===== config.mk =====
export PLATFORM = sky130hd
export DESIGN_NAME = writeback_buffer
export DESIGN_NICKNAME = d
export VERILOG_FILES = /design/src/rtl/wb_pkg.sv /design/src/rtl/writeback_match.sv /design/src/rtl/writeback_buffer.sv
export SDC_FILE = /design/constraint.sdc
export NUM_CORES = 1
export LEC_CHECK = 0
export CAP_MARGIN = 10
export CORE_MARGIN = 2
export CORE_UTILIZATION = 50
export CTS_CLUSTER_SIZE = 14
export DETAILED_ROUTE_END_ITERATION = 10
export GPL_TIMING_DRIVEN = 0
export PLACE_DENSITY = 0.78
export SYNTH_ARGS = -nofsm -noshare
export SYNTH_HDL_FRONTEND = slang
export SYNTH_SLANG_ARGS = --single-unit

===== constraint.sdc =====
create_clock -name clk -period 3.3 [get_ports clk]
set_clock_uncertainty 0.1 [all_clocks]
set_input_delay 0.66 -clock clk [delete_from_list [all_inputs] [get_ports clk]]
set_output_delay 0.66 -clock clk [all_outputs]
set_load 0.02 [all_outputs]

===== src/rtl/wb_pkg.sv =====
// wb_pkg: shared defaults, the zero-register constant and the queue entry type for the writeback stage.
// Revision: 1.0
`default_nettype none

package wb_pkg;

  localparam int WB_DATA_WIDTH = 32;
  localparam int WB_ADDR_WIDTH = 5;
  localparam int WB_DEPTH      = 4;

  // r0 is hardwired; results targeting it are accepted and dropped.
  localparam int unsigned ZERO_REG = 0;

  typedef struct packed {
    logic [WB_ADDR_WIDTH-1:0] address;
    logic [WB_DATA_WIDTH-1:0] data;
  } wb_entry_t;

endpackage

`default_nettype wire


===== src/rtl/writeback_match.sv =====
// writeback_match: youngest-entry address match across the occupied part of a circular queue.
// Revision: 1.0
`default_nettype none

module writeback_match
  import wb_pkg::*;
#(
  parameter int ADDR_WIDTH = WB_ADDR_WIDTH,
  parameter int DATA_WIDTH = WB_DATA_WIDTH,
  parameter int DEPTH      = WB_DEPTH
) (
  input  logic [ADDR_WIDTH-1:0]        entry_addr_i [DEPTH],
  input  logic [DATA_WIDTH-1:0]        entry_data_i [DEPTH],
  input  logic [$clog2(DEPTH)-1:0]     head_i,
  input  logic [$clog2(DEPTH+1)-1:0]   count_i,
  input  logic [ADDR_WIDTH-1:0]        read_address_i,
  output logic                         hit_o,
  output logic [DATA_WIDTH-1:0]        data_o
);

  localparam int PW = $clog2(DEPTH);
  localparam int CW = $clog2(DEPTH+1);

  logic [PW-1:0] slot;

  // Walk from oldest to youngest so a later match overrides an earlier one.
  always_comb begin
    hit_o  = 1'b0;
    data_o = '0;
    slot   = head_i;
    for (int i = 0; i < DEPTH; i++) begin
      slot = head_i + PW'(i);
      if ((CW'(i) < count_i) &&
          (read_address_i != ADDR_WIDTH'(ZERO_REG)) &&
          (entry_addr_i[slot] == read_address_i)) begin
        hit_o  = 1'b1;
        data_o = entry_data_i[slot];
      end
    end
  end

endmodule

`default_nettype wire


===== src/rtl/writeback_buffer.sv =====
// writeback_buffer: in-order result queue between the ALU/memory paths and the register file write port.
// Revision: 1.0
`default_nettype none

module writeback_buffer
  import wb_pkg::*;
#(
  parameter int DATA_WIDTH = WB_DATA_WIDTH,
  parameter int ADDR_WIDTH = WB_ADDR_WIDTH,
  parameter int DEPTH      = WB_DEPTH
) (
  input  logic                         clk,
  input  logic                         reset_n,
  input  logic                         mem_valid,
  output logic                         mem_ready,
  input  logic [ADDR_WIDTH-1:0]        mem_address,
  input  logic [DATA_WIDTH-1:0]        mem_data,
  input  logic                         alu_valid,
  output logic                         alu_ready,
  input  logic [ADDR_WIDTH-1:0]        alu_address,
  input  logic [DATA_WIDTH-1:0]        alu_data,
  output logic                         write_enable,
  output logic [ADDR_WIDTH-1:0]        write_address,
  output logic [DATA_WIDTH-1:0]        data_in,
  input  logic [ADDR_WIDTH-1:0]        read1_address,
  input  logic [ADDR_WIDTH-1:0]        read2_address,
  output logic                         fwd1_hit,
  output logic [DATA_WIDTH-1:0]        fwd1_data,
  output logic                         fwd2_hit,
  output logic [DATA_WIDTH-1:0]        fwd2_data,
  output logic [$clog2(DEPTH+1)-1:0]   count
);

  localparam int PW = $clog2(DEPTH);
  localparam int CW = $clog2(DEPTH+1);
  localparam int FW = CW + 1;

  logic [ADDR_WIDTH-1:0] addr_q [DEPTH];
  logic [DATA_WIDTH-1:0] data_q [DEPTH];
  logic [PW-1:0]         head_q, head_d;
  logic [PW-1:0]         tail_q, tail_d;
  logic [CW-1:0]         count_q, count_d;

  logic          pop;
  logic          need_m;
  logic          store_m;
  logic          store_a;
  logic [FW-1:0] free;
  logic [PW-1:0] alu_slot;

  assign pop    = (count_q != '0);
  // The head always drains this edge, so its slot counts as free.
  assign free   = FW'(DEPTH) - FW'(count_q) + FW'(pop);
  assign need_m = mem_valid && (mem_address != ADDR_WIDTH'(ZERO_REG));

  assign mem_ready = (mem_address == ADDR_WIDTH'(ZERO_REG)) || (free >= FW'(1));
  assign alu_ready = (alu_address == ADDR_WIDTH'(ZERO_REG)) ||
                     (free >= (FW'(1) + FW'(need_m)));

  assign store_m  = need_m && mem_ready;
  assign store_a  = alu_valid && alu_ready && (alu_address != ADDR_WIDTH'(ZERO_REG));
  assign alu_slot = tail_q + PW'(store_m);

  always_comb begin
    head_d  = head_q + PW'(pop);
    tail_d  = tail_q + PW'(store_m) + PW'(store_a);
    count_d = count_q + CW'(store_m) + CW'(store_a) - CW'(pop);
  end

  always_ff @(posedge clk or negedge reset_n) begin
    if (!reset_n) begin
      head_q  <= '0;
      tail_q  <= '0;
      count_q <= '0;
    end else begin
      head_q  <= head_d;
      tail_q  <= tail_d;
      count_q <= count_d;
    end
  end

  // Payload storage needs no reset: occupancy alone qualifies every read of it.
  always_ff @(posedge clk) begin
    if (store_m) begin
      addr_q[tail_q] <= mem_address;
      data_q[tail_q] <= mem_data;
    end
    if (store_a) begin
      addr_q[alu_slot] <= alu_address;
      data_q[alu_slot] <= alu_data;
    end
  end

  assign write_enable  = pop;
  assign write_address = pop ? addr_q[head_q] : '0;
  assign data_in       = pop ? data_q[head_q] : '0;
  assign count         = count_q;

  writeback_match #(
    .ADDR_WIDTH (ADDR_WIDTH),
    .DATA_WIDTH (DATA_WIDTH),
    .DEPTH      (DEPTH)
  ) u_match1 (
    .entry_addr_i   (addr_q),
    .entry_data_i   (data_q),
    .head_i         (head_q),
    .count_i        (count_q),
    .read_address_i (read1_address),
    .hit_o          (fwd1_hit),
    .data_o         (fwd1_data)
  );

  writeback_match #(
    .ADDR_WIDTH (ADDR_WIDTH),
    .DATA_WIDTH (DATA_WIDTH),
    .DEPTH      (DEPTH)
  ) u_match2 (
    .entry_addr_i   (addr_q),
    .entry_data_i   (data_q),
    .head_i         (head_q),
    .count_i        (count_q),
    .read_address_i (read2_address),
    .hit_o          (fwd2_hit),
    .data_o         (fwd2_data)
  );

endmodule

`default_nettype wire


==> flow_summary.toml <==
[synth]
synth_top_family_by_area = "multiplexers"
synthCells = 1370
ys_async_sr_fraction_pct = 4.516
synth_top_cell_area_share_pct = 23.10
yosys-top-cells-count = "257 x nand2_1, 201 x mux2i_1, 159 x o21ai_0, 148 x dfxtp_1, 130 x mux4_2"
syn_area_mm2 = 0.01282
synthFlopType = "dfxtp_1"
synth_fp_nets = 1470
synth-seq-area-share_pct = 24.47
synth.area.mux_share_pct = 39.05
synth_cell_types = 52
ys_ff_latch = 155
synth_largest_area_cell = "dfxtp_1"
synth.most_common_cell = "nand2_1"
synth-simple-area-share_pct = 12.22
ys_top_cells_by_area = "dfxtp_1 23%, mux4_2 23%, mux2i_1 16%"
ys_warn_count = 0
synth_edf_count = 0
synthAdderAreaFrac_pct = 1.288
synth-compound-area-share_pct = 13.70
synth-xor-area-share_pct = 3.347
syn_area_per_cell_um2 = 9.360

[finish]
fin_nets = 1790
multi_input_area_mm2 = 0.01078
n_antenna_cell = 0
num-fill-cells = 1424
areaGrowthSynthToFinish_pct = 50.73
seq_area_mm2 = 0.003142
drive_above_1_share_pct = 41.05
fin_area_mm2 = 0.01933

[global_routing]
antenna_found_initial = 0
grt-ovfl-total = 0
grt_pass1_wl_um = 83410
grt_max_degree = 17
grt_pass1_vias = 14106
grt.total_usage_pct = 41.36

[worst_hold_path]
hp-class = "in -> async"

[critical_path]
required_ns = 2.54
path_class = "reg -> out"
cp-start-kind = "register"
end_kind = "output port"
crit_path_start = "head_q[0]$_DFF_PN0_"
arrival_ns = 3.74
r2r_start = "count[2]$_DFF_PN0_"
worstPathMaxFanout = 10

[clock_network]
clk_path_buf_depth = 2
cts_tree = "built"
numCtsBuffers = 17
cts.sinks = 155
clk_pin_slew_worst_paths_ns = 0.06
htreeDepth = 4
cts_hold_buffers = 0
clkLatencyLatePin_ns = 0.45
clockRootBuffer = "clkbuf_16"

[timing]
tightestPinTransition_ns = 0.8004
finalCriticalPeriod_ns = 4.501
period_share_pct = 136.4
setup_violations = 99
fin_ws_ns = -1.201
fmax_mhz = 222.2
slew_violations = 0
rsz0062_at_grt = "yes"
hold_viol = 0
relSlewSlack_pct = 46.64

[outcome]
violations = "negative setup slack"
status = "finished with violations"

[place]
placed_area_mm2 = 0.01607
dp_hpwl_um = 35160
gp_congestion = 1.008
place.port_buffers = 188

[floorplan]
core_area_mm2 = 0.02518
ios = 197
initial_core_util_pct = 50.92
rows = 58
die_h_um = 164.1
die_area_mm2 = 0.02694
die_w_um = 164.1

[run]
cap_viol_max_count = 0

[detailed_routing]
drtPass1Iterations = 10
drtIter0Drc = 2565
drc = 0
wl_um = 62690
avgRoutedWirePerCell_um = 30.84
num_vias = 15075
via_per_inst = 7.415
ant_nets = 0
==> layer usage <==
layer	GRT usage, %	vias to the layer above	share of wire (%)
met1	51.66	7047	32
met2	62.42	1698	42
li1	-	5738	-
met5	0	-	0
met4	26.44	0	9.5
met3	12.37	592	16
==> cells by family after synthesis <==
kind of cell / count (synthesis)
simple gates: 360
fa+ha+maj: 12
compound gates: 290
flops: 155
buf+inv: 168
xor+xnor: 49
mux: 336
==> worst max-delay path: stages, from the launching register on <==
cell,delay [ns]
dfrtp_2,0.43
buf_6,0.14
buf_4,0.13
buf_6,0.12
mux4_2,0.50
xnor2_1,0.27
nand4_1,0.28
a211oi_4,0.27
buf_4,0.20
nand2_4,0.09
buf_8,0.18
o22ai_2,0.46
a31oi_4,0.06
buf_6,0.15
==> cells in the final DEF, fill, tap and decap left out, types with 8 or more instances in the layout <==
master           Yosys  routed
a31oi_4              0      30
buf_12               0      28
buf_2               41      35
buf_4                3      90
buf_6                9     108
buf_8                0       9
clkbuf_16            0      24
clkbuf_2             0      30
clkbuf_4             0      13
clkdlybuf4s50_1      0      83
dfxtp_1            148     148
ha_1                10       8
inv_1               41      40
mux2i_1            201     189
mux2i_2              0      10
mux4_2             130     130
nand2_1            257     227
nand2_2              0      13
nand2_4              0      17
nand3_1             10       8
nor2_1              15      12
nor2b_1             42      27
nor2b_4              0      15
o21ai_0            159     152
o221ai_4             0      29
o22ai_1             30      10
o22ai_2              0      15
xnor2_1             32      29
xor2_1              17      12
==> metrics by stage <==
stage               utilization, %  worst slack [ns]  TNS [ns]  hold slack, ns  std cells
finish                       76.76            -1.201    -67.86          0.3734       2033
global route                 76.76            -1.235    -72.47          0.4045       2033
CTS                          72.81           -0.8686    -51.62          0.3916       1992
detailed placement           63.81            -1.638   -281.69          0.4157       1888
global placement             63.81            -1.664   -275.33          0.4134       1888
floorplan                        -           -0.1203    -4.296          0.2644       1370
==> final cells by class <==
cell class	count	area share, %
clock inverters	14	0.5955
multi-input cells	1048	55.75
flip-flops and latches	155	16.25
clock buffers	18	2.220
repair buffers	304	15.83
well taps	330	2.136
inverters	43	0.8610
plain buffers	121	6.350
==> path summary, 6_finish.rpt <==
check / cells after the start / to / slack, ns
hold reg to reg: 2 / data_q[62]$_DFF_P_ / 0.48
min in group clk: 2 / data_q[62]$_DFF_P_ / 0.48
setup reg to reg: 14 / data_q[88]$_DFF_P_ / -0.05
hold / removal: 1 / count[1]$_DFF_PN0_ / 0.37
setup / recovery: 13 / fwd2_data[31] / -1.20
max in group asynchronous: 1 / head_q[0]$_DFF_PN0_ / 2.46
==> state kept, by name, summed over array words and instances, names as in the netlist <==
register	cells
count	3
tail_q	2
data_q	128
addr_q	20
head_q	2
==> repair_timing <==
action	CTS	global route
resized for setup	805	235
pin swaps	29	36
gates cloned	6	4
endpoints found under the setup margin	253	248
setup buffers	69	41
Power is left out: the tool's default activity adds up to more than one toggle a clock period on the data nets, which glitch-free logic cannot reach.
